### config.mk
export PLATFORM = sky130hd
export DESIGN_NAME = rr_arb8_flat
export DESIGN_NICKNAME = d
export VERILOG_FILES = /design/src/rtl/rr_arb_pkg.sv /design/src/rtl/rr_arb8_if.sv /design/src/rtl/decode24.sv /design/src/rtl/rr_pick8.sv /design/src/rtl/rr_arb8.sv /design/src/flat_wrapper.sv
export SDC_FILE = /design/constraint.sdc
export NUM_CORES = 1
export LEC_CHECK = 0
export ABC_AREA = 1
export CORE_UTILIZATION = 56
export DETAILED_ROUTE_END_ITERATION = 8
export GPL_TIMING_DRIVEN = 0
export PLACE_DENSITY = 0.93
export SYNTH_ARGS = -nofsm -noshare
export SYNTH_HDL_FRONTEND = slang
export SYNTH_SLANG_ARGS = --single-unit
### constraint.sdc
create_clock -name clk -period 5.9 [get_ports clk]
set_input_delay 1.18 -clock clk [delete_from_list [all_inputs] [get_ports clk]]
set_output_delay 1.18 -clock clk [all_outputs]
set_load 0.1 [all_outputs]
### src/rtl/rr_arb_pkg.sv
// Shared types and sizes for the eight-way round-robin arbiter.
//   NUM_REQ     : number of requesters
//   IDX_W       : width of a requester index
//   arb_state_t : arbiter FSM state
package rr_arb_pkg;
  localparam int NUM_REQ = 8;
  localparam int IDX_W   = 3;

  typedef enum logic {
    IDLE  = 1'b0,
    GRANT = 1'b1
  } arb_state_t;
endpackage

### src/rtl/rr_arb8_if.sv
// Request/grant bundle between the requesters and rr_arb8.
//   req     : level request per requester (bit i = requester i)
//   done    : current grantee finished
//   gnt_idx : registered grantee index
//   gnt_en  : registered grant-active flag
//   gnt     : one-hot grant bus
//   busy    : arbiter is in GRANT
// master = requester side, slave = arbiter side.
interface rr_arb8_if;
  import rr_arb_pkg::*;

  logic [NUM_REQ-1:0] req;
  logic               done;
  logic [IDX_W-1:0]   gnt_idx;
  logic               gnt_en;
  logic [NUM_REQ-1:0] gnt;
  logic               busy;

  modport master (output req, done, input gnt_idx, gnt_en, gnt, busy);
  modport slave  (input req, done, output gnt_idx, gnt_en, gnt, busy);
endinterface

### src/rtl/decode24.sv
// 3-to-8 enable decoder: y is one-hot at position x when en is high,
// all zero otherwise.
//   x  : index in
//   en : enable
//   y  : one-hot out
module decode24 #(
  parameter int NUM_LANES = 8,
  parameter int IDX_W     = 3
) (
  input  logic [IDX_W-1:0]     x,
  input  logic                 en,
  output logic [NUM_LANES-1:0] y
);
  for (genvar i = 0; i < NUM_LANES; i++) begin : g_lane
    assign y[i] = en && (x == IDX_W'(i));
  end
endmodule

### src/rtl/rr_pick8.sv
// Round-robin pick: first set bit of req scanning ptr, ptr+1, ... mod 8.
//   req : request vector
//   ptr : highest-priority index
//   win : winning index (meaningful only when any is high)
//   any : at least one request present
module rr_pick8
  import rr_arb_pkg::*;
(
  input  logic [NUM_REQ-1:0] req,
  input  logic [IDX_W-1:0]   ptr,
  output logic [IDX_W-1:0]   win,
  output logic               any
);
  logic [2*NUM_REQ-1:0] dbl_sh;
  logic [NUM_REQ-1:0]   rot;
  logic [IDX_W-1:0]     off;

  // Rotate so bit 0 of rot is requester ptr; the wrap comes from doubling.
  assign dbl_sh = {req, req} >> ptr;
  assign rot    = dbl_sh[NUM_REQ-1:0];

  // Lowest set bit of the rotated vector is the winner's offset from ptr.
  always_comb begin
    off = '0;
    for (int k = NUM_REQ - 1; k >= 0; k--)
      if (rot[k]) off = IDX_W'(k);
  end

  assign win = ptr + off;  // mod-8 wrap from the 3-bit width
  assign any = |req;
endmodule

### src/rtl/rr_arb8.sv
// Eight-requester round-robin arbiter. Holds a grant until done, the
// grantee's request drops, or HOLD_MAX cycles elapse; then rotates
// priority to the slot after the grantee. One IDLE cycle always separates
// consecutive grants. All outputs come from registers (gnt via decoder).
//   clk, rst_n : clock, async active-low reset
//   bus        : rr_arb8_if.slave (req, done in; gnt_idx, gnt_en, gnt, busy out)
//   HOLD_MAX   : max grant length in cycles, 1..255
module rr_arb8
  import rr_arb_pkg::*;
#(
  parameter int HOLD_MAX = 16
) (
  input  logic    clk,
  input  logic    rst_n,
  rr_arb8_if.slave bus
);
  localparam int               CNT_W    = $clog2(HOLD_MAX + 1);
  localparam logic [CNT_W-1:0] CNT_LAST = CNT_W'(HOLD_MAX - 1);

  arb_state_t       state, state_nxt;
  logic [IDX_W-1:0] ptr, idx, win;
  logic [CNT_W-1:0] cnt;
  logic             any, rel, gnt_en;

  rr_pick8 u_pick (.req(bus.req), .ptr(ptr), .win(win), .any(any));

  // Release reasons may coincide; they all lead to the same single release.
  assign rel = bus.done || !bus.req[idx] || (cnt == CNT_LAST);

  // State register
  always_ff @(posedge clk or negedge rst_n)
    if (!rst_n) state <= IDLE;
    else        state <= state_nxt;

  // Next state
  always_comb begin
    state_nxt = state;
    case (state)
      IDLE:    if (any) state_nxt = GRANT;
      GRANT:   if (rel) state_nxt = IDLE;
      default: state_nxt = IDLE;
    endcase
  end

  // Outputs: grant is active exactly while in GRANT, so gnt_en is a
  // straight decode of the state register.
  always_comb begin
    gnt_en = (state == GRANT);
  end

  // Datapath: grantee index, rotation pointer, hold counter.
  // idx is left untouched on release so gnt_idx shows the last grantee.
  always_ff @(posedge clk or negedge rst_n)
    if (!rst_n) begin
      idx <= '0;
      ptr <= '0;
      cnt <= '0;
    end else begin
      case (state)
        IDLE: if (any) begin
          idx <= win;
          cnt <= '0;
        end
        GRANT: if (rel) begin
          ptr <= idx + 1'b1;
          cnt <= '0;
        end else begin
          cnt <= cnt + 1'b1;
        end
        default: ;
      endcase
    end

  decode24 #(.NUM_LANES(NUM_REQ), .IDX_W(IDX_W)) u_dec (
    .x (idx),
    .en(gnt_en),
    .y (bus.gnt)
  );

  assign bus.gnt_idx = idx;
  assign bus.gnt_en  = gnt_en;
  assign bus.busy    = gnt_en;
endmodule

### src/flat_wrapper.sv
// flat-port wrapper written by rule: the top's interface ports become plain ports
module rr_arb8_flat import rr_arb_pkg::*;
#(
  parameter int HOLD_MAX = 16
)
  (clk, rst_n, bus_req, bus_done, bus_gnt_idx, bus_gnt_en, bus_gnt, bus_busy);
  rr_arb8_if bus_i ();
  input  logic clk;
  input  logic rst_n;
  input wire logic [$bits(bus_i.req)-1:0] bus_req;
  input wire logic [$bits(bus_i.done)-1:0] bus_done;
  output wire logic [$bits(bus_i.gnt_idx)-1:0] bus_gnt_idx;
  output wire logic [$bits(bus_i.gnt_en)-1:0] bus_gnt_en;
  output wire logic [$bits(bus_i.gnt)-1:0] bus_gnt;
  output wire logic [$bits(bus_i.busy)-1:0] bus_busy;
  assign bus_i.req = bus_req;
  assign bus_i.done = bus_done;
  assign bus_gnt_idx = bus_i.gnt_idx;
  assign bus_gnt_en = bus_i.gnt_en;
  assign bus_gnt = bus_i.gnt;
  assign bus_busy = bus_i.busy;
  rr_arb8 #(.HOLD_MAX(HOLD_MAX)) u_core (.clk(clk), .rst_n(rst_n), .bus(bus_i));
endmodule
# --- Word level (Yosys, flattened, before mapping) ---
# Index checks and enable logic that the tools add are counted.
word_totals:
  ff_bits: 12
  latchBits: 0
  mem_bits_rw: 0
  romBits: 0
  inputBits: 11
  out_inout_bits: 13
  word_cells: 50
  memories: 0
classes:
  addsub: 3
  mul: 0
  div_mod_pow: 0
  magnitude_cmp: 1
  n_eq_ne: 9
  n_shift: 1
  muxes: 16
  bitwise_logic: 1
  reduce_logical: 15
ops:
  columns: ["op", "count"]
  rows:
  - ["3-bit 2-to-1 mux", 8]
  - ["16-bit by 3-bit right shift with 8-bit output", 1]
  - ["3-bit == test, second input constant", 4]
  - ["5-bit 2-to-1 mux", 2]
  - ["5-bit one-hot mux with 2 select lines", 1]
  - ["1-bit logical AND", 8]
  - ["8-bit OR reduction", 1]
  - ["3-bit by 2-bit == test with 1-bit output, second input constant", 2]
  - ["5-bit by 1-bit adder with 5-bit output, second input constant", 1]
  - ["5-bit by 4-bit == test with 1-bit output, second input constant", 1]
  - ["3-bit by 4-bit less-than comparator with 1-bit output, second input constant", 1]
  - ["2-bit AND reduction", 2]
  - ["3-bit by 1-bit adder with 3-bit output, second input constant", 1]
  - ["3-bit adder", 1]
  - ["1-bit binary-select mux with 3-bit select", 1]
  - ["3-bit by 1-bit == test with 1-bit output, second input constant", 1]
  - ["3-bit logical NOT", 1]
  - ["1-bit 2-to-1 mux", 3]
  - ["1-bit logical OR", 2]
  - ["2-bit by 1-bit inequality test with 1-bit output, second input constant", 1]
  - ["1-bit one-hot mux with 2 select lines", 1]
  - ["1-bit logical NOT", 1]
  - ["1-bit NOT", 1]

# --- Logic depth before layout (Yosys ltp) ---
depth:
  ltp_word: 10
  depth_mapped: 21

# --- Hierarchy ---
# A second synthesis with hierarchy kept.
hier_totals:
  cells_unflattened: 198
  hier_area_um2: 1256.2
by_module_without_submodules:
  columns: ["module", "n_inst", "cells_each", "area_per_inst_um2", "seq_area_each_um2"]
  rows:
  - ["rr_arb8", 1, 83, 660.6, 300.3]
  - ["rr_pick8", 1, 98, 531.8, 0.0]
  - ["decode24", 1, 17, 63.8, 0.0]

# --- Worst setup path after synthesis ---
# Ideal clock, no wire load.
synth_path:
  path_kind: "register to output"
  start: "register u_core.idx[0], in the netlist u_core.bus.gnt_idx[0]"
  end: "output bus_gnt[1]"
  arrival_time_ns: 2.598
  t_required_ns: 4.720
  path_slack_ns: 2.122
  path_stages_with_launch: 4
  path_buffers: 0
  cell_sequence: "dfrtp_1 > ha_1 > inv_1 > nor2_1"
synth_via:
  elab_chain_len: 2
synth_lines:
  columns: ["element", "line_no", "text"]
  rows:
  - ["from (decl)", "rr_arb8.sv:21", "logic [IDX_W-1:0] ptr, idx, win;"]
  - ["from (signal assigned)", "rr_arb8.sv:61", "idx <= win;"]
  - ["3-bit by 1-bit == test with 1-bit output", "decode24.sv:15", "assign y[i] = en && (x == IDX_W'(i));"]
  - ["1-bit logical AND", "decode24.sv:15", null]
  - ["to (decl)", "flat_wrapper.sv:14", "output wire logic [$bits(bus_i.gnt)-1:0] bus_gnt;"]
# Every way passes these cells.

# --- Final worst setup path ---
layout_path:
  start: "register u_core.idx[0], in the netlist u_core.bus.gnt_idx[0]"
  end: "output bus_gnt[0]"
layout_via:
  elab_chain_len: 2
layout_lines:
  columns: ["element", "line_no"]
  rows:
  - ["3-bit logical NOT", "decode24.sv:15"]
  - ["1-bit logical AND", "decode24.sv:15"]
# Every way passes these cells.

==> summary.md <==
| Metric | Value |
|---|---|
| Outcome | `completed` |
| Post-Layout Cell Count | `approximately 250` |
| FMAX | `between 200 and 300 MHz` |
| Synth Cell Area | `between 1000 and 1500 um^2` |
| Post-cts sizing count | `0` |
| # DRC | `0` |
| Port Buffer Count | `23` |
| Reg2reg path depth | `20` |
| Synth area leader | `dfrtp_1` |
| Post-CTS Setup Bufs | `0` |
| Starting Density | `between 50% and 60%` |
| Skew final | `~0.0043 ns` |
| Setup TNS | `0 ns` |
| I/O Pins | `24` |
| Buffers and inverters on the worst path | `3` |
| Final min period | `approximately 3.7 ns` |
| Max-Slew Margin vs Limit | `31.52%` |
| H-tree Lvls | `1` |
| Final Setup Violations | `0` |
| Post-Syn Nets | `about 210` |
| Core area | `between 2000 and 2500 um^2` |
| Area delta synth->final | `21.91%` |
| Placed cells | `between 200 and 250` |
| Clock root cell | `clkbuf_4` |
| # rows | `17` |
| Crit Path Max Fanout | `10` |
| Seq cells post-synth | `12` |
| Maxcap violations | `0` |
| Final ANT Viol Nets | `0` |
| Critical path type | `flop to output pin` |
| Total grt overflow | `0` |
| Worst slew pin tran | `~1.0 ns` |
| Max incr delay on CP | `1.19 ns` |
| Yosys warns | `0` |
| RSZ-0062 raised after global routing | `no` |
| CTS tree | `yes` |
| Hold path depth | `2` |
| Final Hold Viols | `0` |
| CTS max path bufs | `2` |
| FF-to-FF setup slack | `3.40 ns` |
| Pre-antenna DRT Iters | `4` |
| Die Width | `roughly 50 um` |
| Critical Path End Type | `output pin` |
| Starting DRT DRC Count | `23` |
| Post-CTS Hold Fix Bufs | `0` |
| Top cell type's share of synthesized area | `roughly 23%` |
| Post-DP HPWL | `2.395 mm` |
| FF-to-FF Start | `u_core.ptr[0]$_DFFE_PN0P_` |
| Most common cell in the netlist | `nand2_1` |
| WP data required | `approximately 4.7 ns` |
| Max Slew Vio Count | `0` |
| Worst Hold Class | `flop to flop` |
| Largest net degree at the start of global routing | `13` |
| Cell count after synthesis | `between 150 and 200` |
| Wire length per cell | `between 10 and 15 um` |
| Sequential-to-total area share from yosys stat | `about 23%` |
| Slowest cell on the critical path | `clkdlybuf4s50_1` |
| Critical path's top delay family | `buffers and inverters` |
| CTS Buf Count | `3` |
| # nets final | `242` |
| Vias | `around 1,300` |
| Die area | `around 2500 um^2` |
| Commonest cells in the netlist | `58 x nand2_1, 21 x inv_1, 18 x nand3_1, 18 x nor2_1, 12 x dfrtp_1` |
| Die H | `between 50 and 60 um` |
| CP Data Arrival Time | `approximately 2.6 ns` |
| Syn Area/Cell | `6.807 um^2` |
| Hold Path End | `u_core.cnt[1]$_DFFE_PN0P_` |
| Asr flop ratio synth | `100.0%` |
| Unique masters post-synth | `29` |
| Global-route wire length before repair | `4.961 mm` |
| Fill cells | `between 150 and 200` |
| Drt via density | `5.332` |
| R2r endpoint | `u_core.bus.gnt_idx[2]$_DFFE_PN0P_` |
| Routed WL | `just under 3 mm` |
| Diodes inserted | `0` |
| Top FF cell, synth | `dfrtp_1` |
| Crit path cell chain | `inv_1, ha_1, inv_1, nor2_1, clkdlybuf4s50_1` |
| Post-synth EDFFs | `0` |
| Synth area leaders | `dfrtp_1 23%, nand2_1 17%, ha_1 8.6%` |
| RD Place Congestion | `0.8531` |
| CP Launch Type | `flop` |
| Share of layout cells above drive strength 1 | `between 15 and 20%` |
| Worst-skew pair later-pin latency | `approximately 0.27 ns` |
| Crit share post-route | `around 63%` |
| Worst hold slack | `~0.52 ns` |
| Initial antenna violation count | `0` |
| TritonCTS Sinks | `12` |
| Hold path startpoint | `u_core.cnt[1]$_DFFE_PN0P_` |
| Total track usage | `25.83%` |
| Cell mode on critical path | `inv_1` |
| Worst-path clk slew | `roughly 0.070 ns` |
| Number of global-route vias before repair | `around 1,200` |
-- cells by family (layout without fill, tap and decap cells) --
group | after synthesis | count (layout) | synth area share [%]
compound gates | 18 | 18 | 7.904
xor+xnor | 2 | 2 | 1.334
fa+ha+maj | 10 | 10 | 10.10
buf+inv | 27 | 53 | 10.67
flops | 12 | 12 | 22.86
simple gates | 124 | 124 | 47.14
-- worst reg2reg max path: cells and delay by family (launching register included) --
| kind | cells | cell delay (ns) |
|---|---|---|
| buffers and inverters | 5 | 0.40 |
| DFF | 1 | 0.39 |
| and+or+nand+nor | 11 | 0.79 |
| adders and majority gates | 2 | 0.52 |
| AOI/OAI and AO/OA | 1 | 0.14 |
| xor gates and xnor gates | 1 | 0.16 |
-- cell usage in the layout (no fill, tap or decap) --
| master | n |
|---|---|
| clkbuf_4 | 3 |
| nor3_1 | 1 |
| inv_1 | 21 |
| o21ai_2 | 1 |
| clkbuf_8 | 1 |
| buf_6 | 2 |
| a21oi_1 | 3 |
| or2_2 | 1 |
| o21bai_1 | 1 |
| inv_8 | 1 |
| dfrtp_1 | 12 |
| and3_1 | 1 |
| nand2_1 | 58 |
| o21ai_1 | 2 |
| nand3_2 | 10 |
| o211ai_1 | 2 |
| nand2_2 | 11 |
| nor2_2 | 1 |
| ha_1 | 9 |
| nand2_4 | 3 |
| nor4_1 | 1 |
| o22ai_1 | 2 |
| o21ai_0 | 7 |
| xor2_1 | 2 |
| nor2_1 | 18 |
| nand3_1 | 18 |
| inv_4 | 1 |
| buf_4 | 1 |
| nor2_4 | 1 |
| clkdlybuf4s50_1 | 23 |
| fa_1 | 1 |
-- flip-flops by register name (all words and copies together) (netlist names) --
| name | count |
|---|---|
| u_core.bus.gnt_idx | 3 |
| u_core.ptr | 3 |
| u_core.bus.busy | 1 |
| u_core.cnt | 5 |
-- worst max-delay path by stage --
stage	from	to	slack, ns	cells after the start
2_1_floorplan	u_core.bus.gnt_idx[0]$_DFFE_PN0P_	bus_gnt[1]	2.12	3
3_3_place_gp	bus_req[2]	u_core.bus.gnt_idx[2]$_DFFE_PN0P_	2.19	19
3_5_place_dp	bus_req[2]	u_core.bus.gnt_idx[2]$_DFFE_PN0P_	2.16	19
4_1_cts	u_core.bus.gnt_idx[0]$_DFFE_PN0P_	bus_gnt[0]	2.16	5
5_1_grt	u_core.bus.gnt_idx[0]$_DFFE_PN0P_	bus_gnt[0]	2.06	5
6_report	u_core.bus.gnt_idx[0]$_DFFE_PN0P_	bus_gnt[0]	2.17	5
-- per-layer routing --
metal  wire [um]  vias up  global-route usage [%]  share of wire [%]
li1            -      669                       -                  -
met1        1376      599                   33.46                 46
met3         171        6                   3.636                5.7
met5           0        -                       0                  0
met4          53        0                   8.796                1.8
met2        1375       43                   43.78                 46
-- metrics by stage --
stage	setup slack, ns	utilization (%)	area [um^2]
finish	2.173	72.40	1602
global route	2.062	72.40	1602
CTS	2.158	72.40	1602
detailed placement	2.164	71.38	1579
global placement	2.187	71.38	1579
floorplan	2.122	-	1314
-- cell type report --
cell class / instances / area (um^2) / share of cell area, %
multi-input cells: 154 / 873.3 / 54.53
flip-flops and latches: 12 / 300.3 / 18.75
repair buffers: 23 / 230.2 / 14.37
inverters: 23 / 96.34 / 6.016
plain buffers: 4 / 43.79 / 2.734
well taps: 28 / 35.03 / 2.187
clock buffers: 3 / 22.52 / 1.406
Power is not shown: default switching activity piles up to over one toggle a cycle in this logic, so the estimate is an artifact.
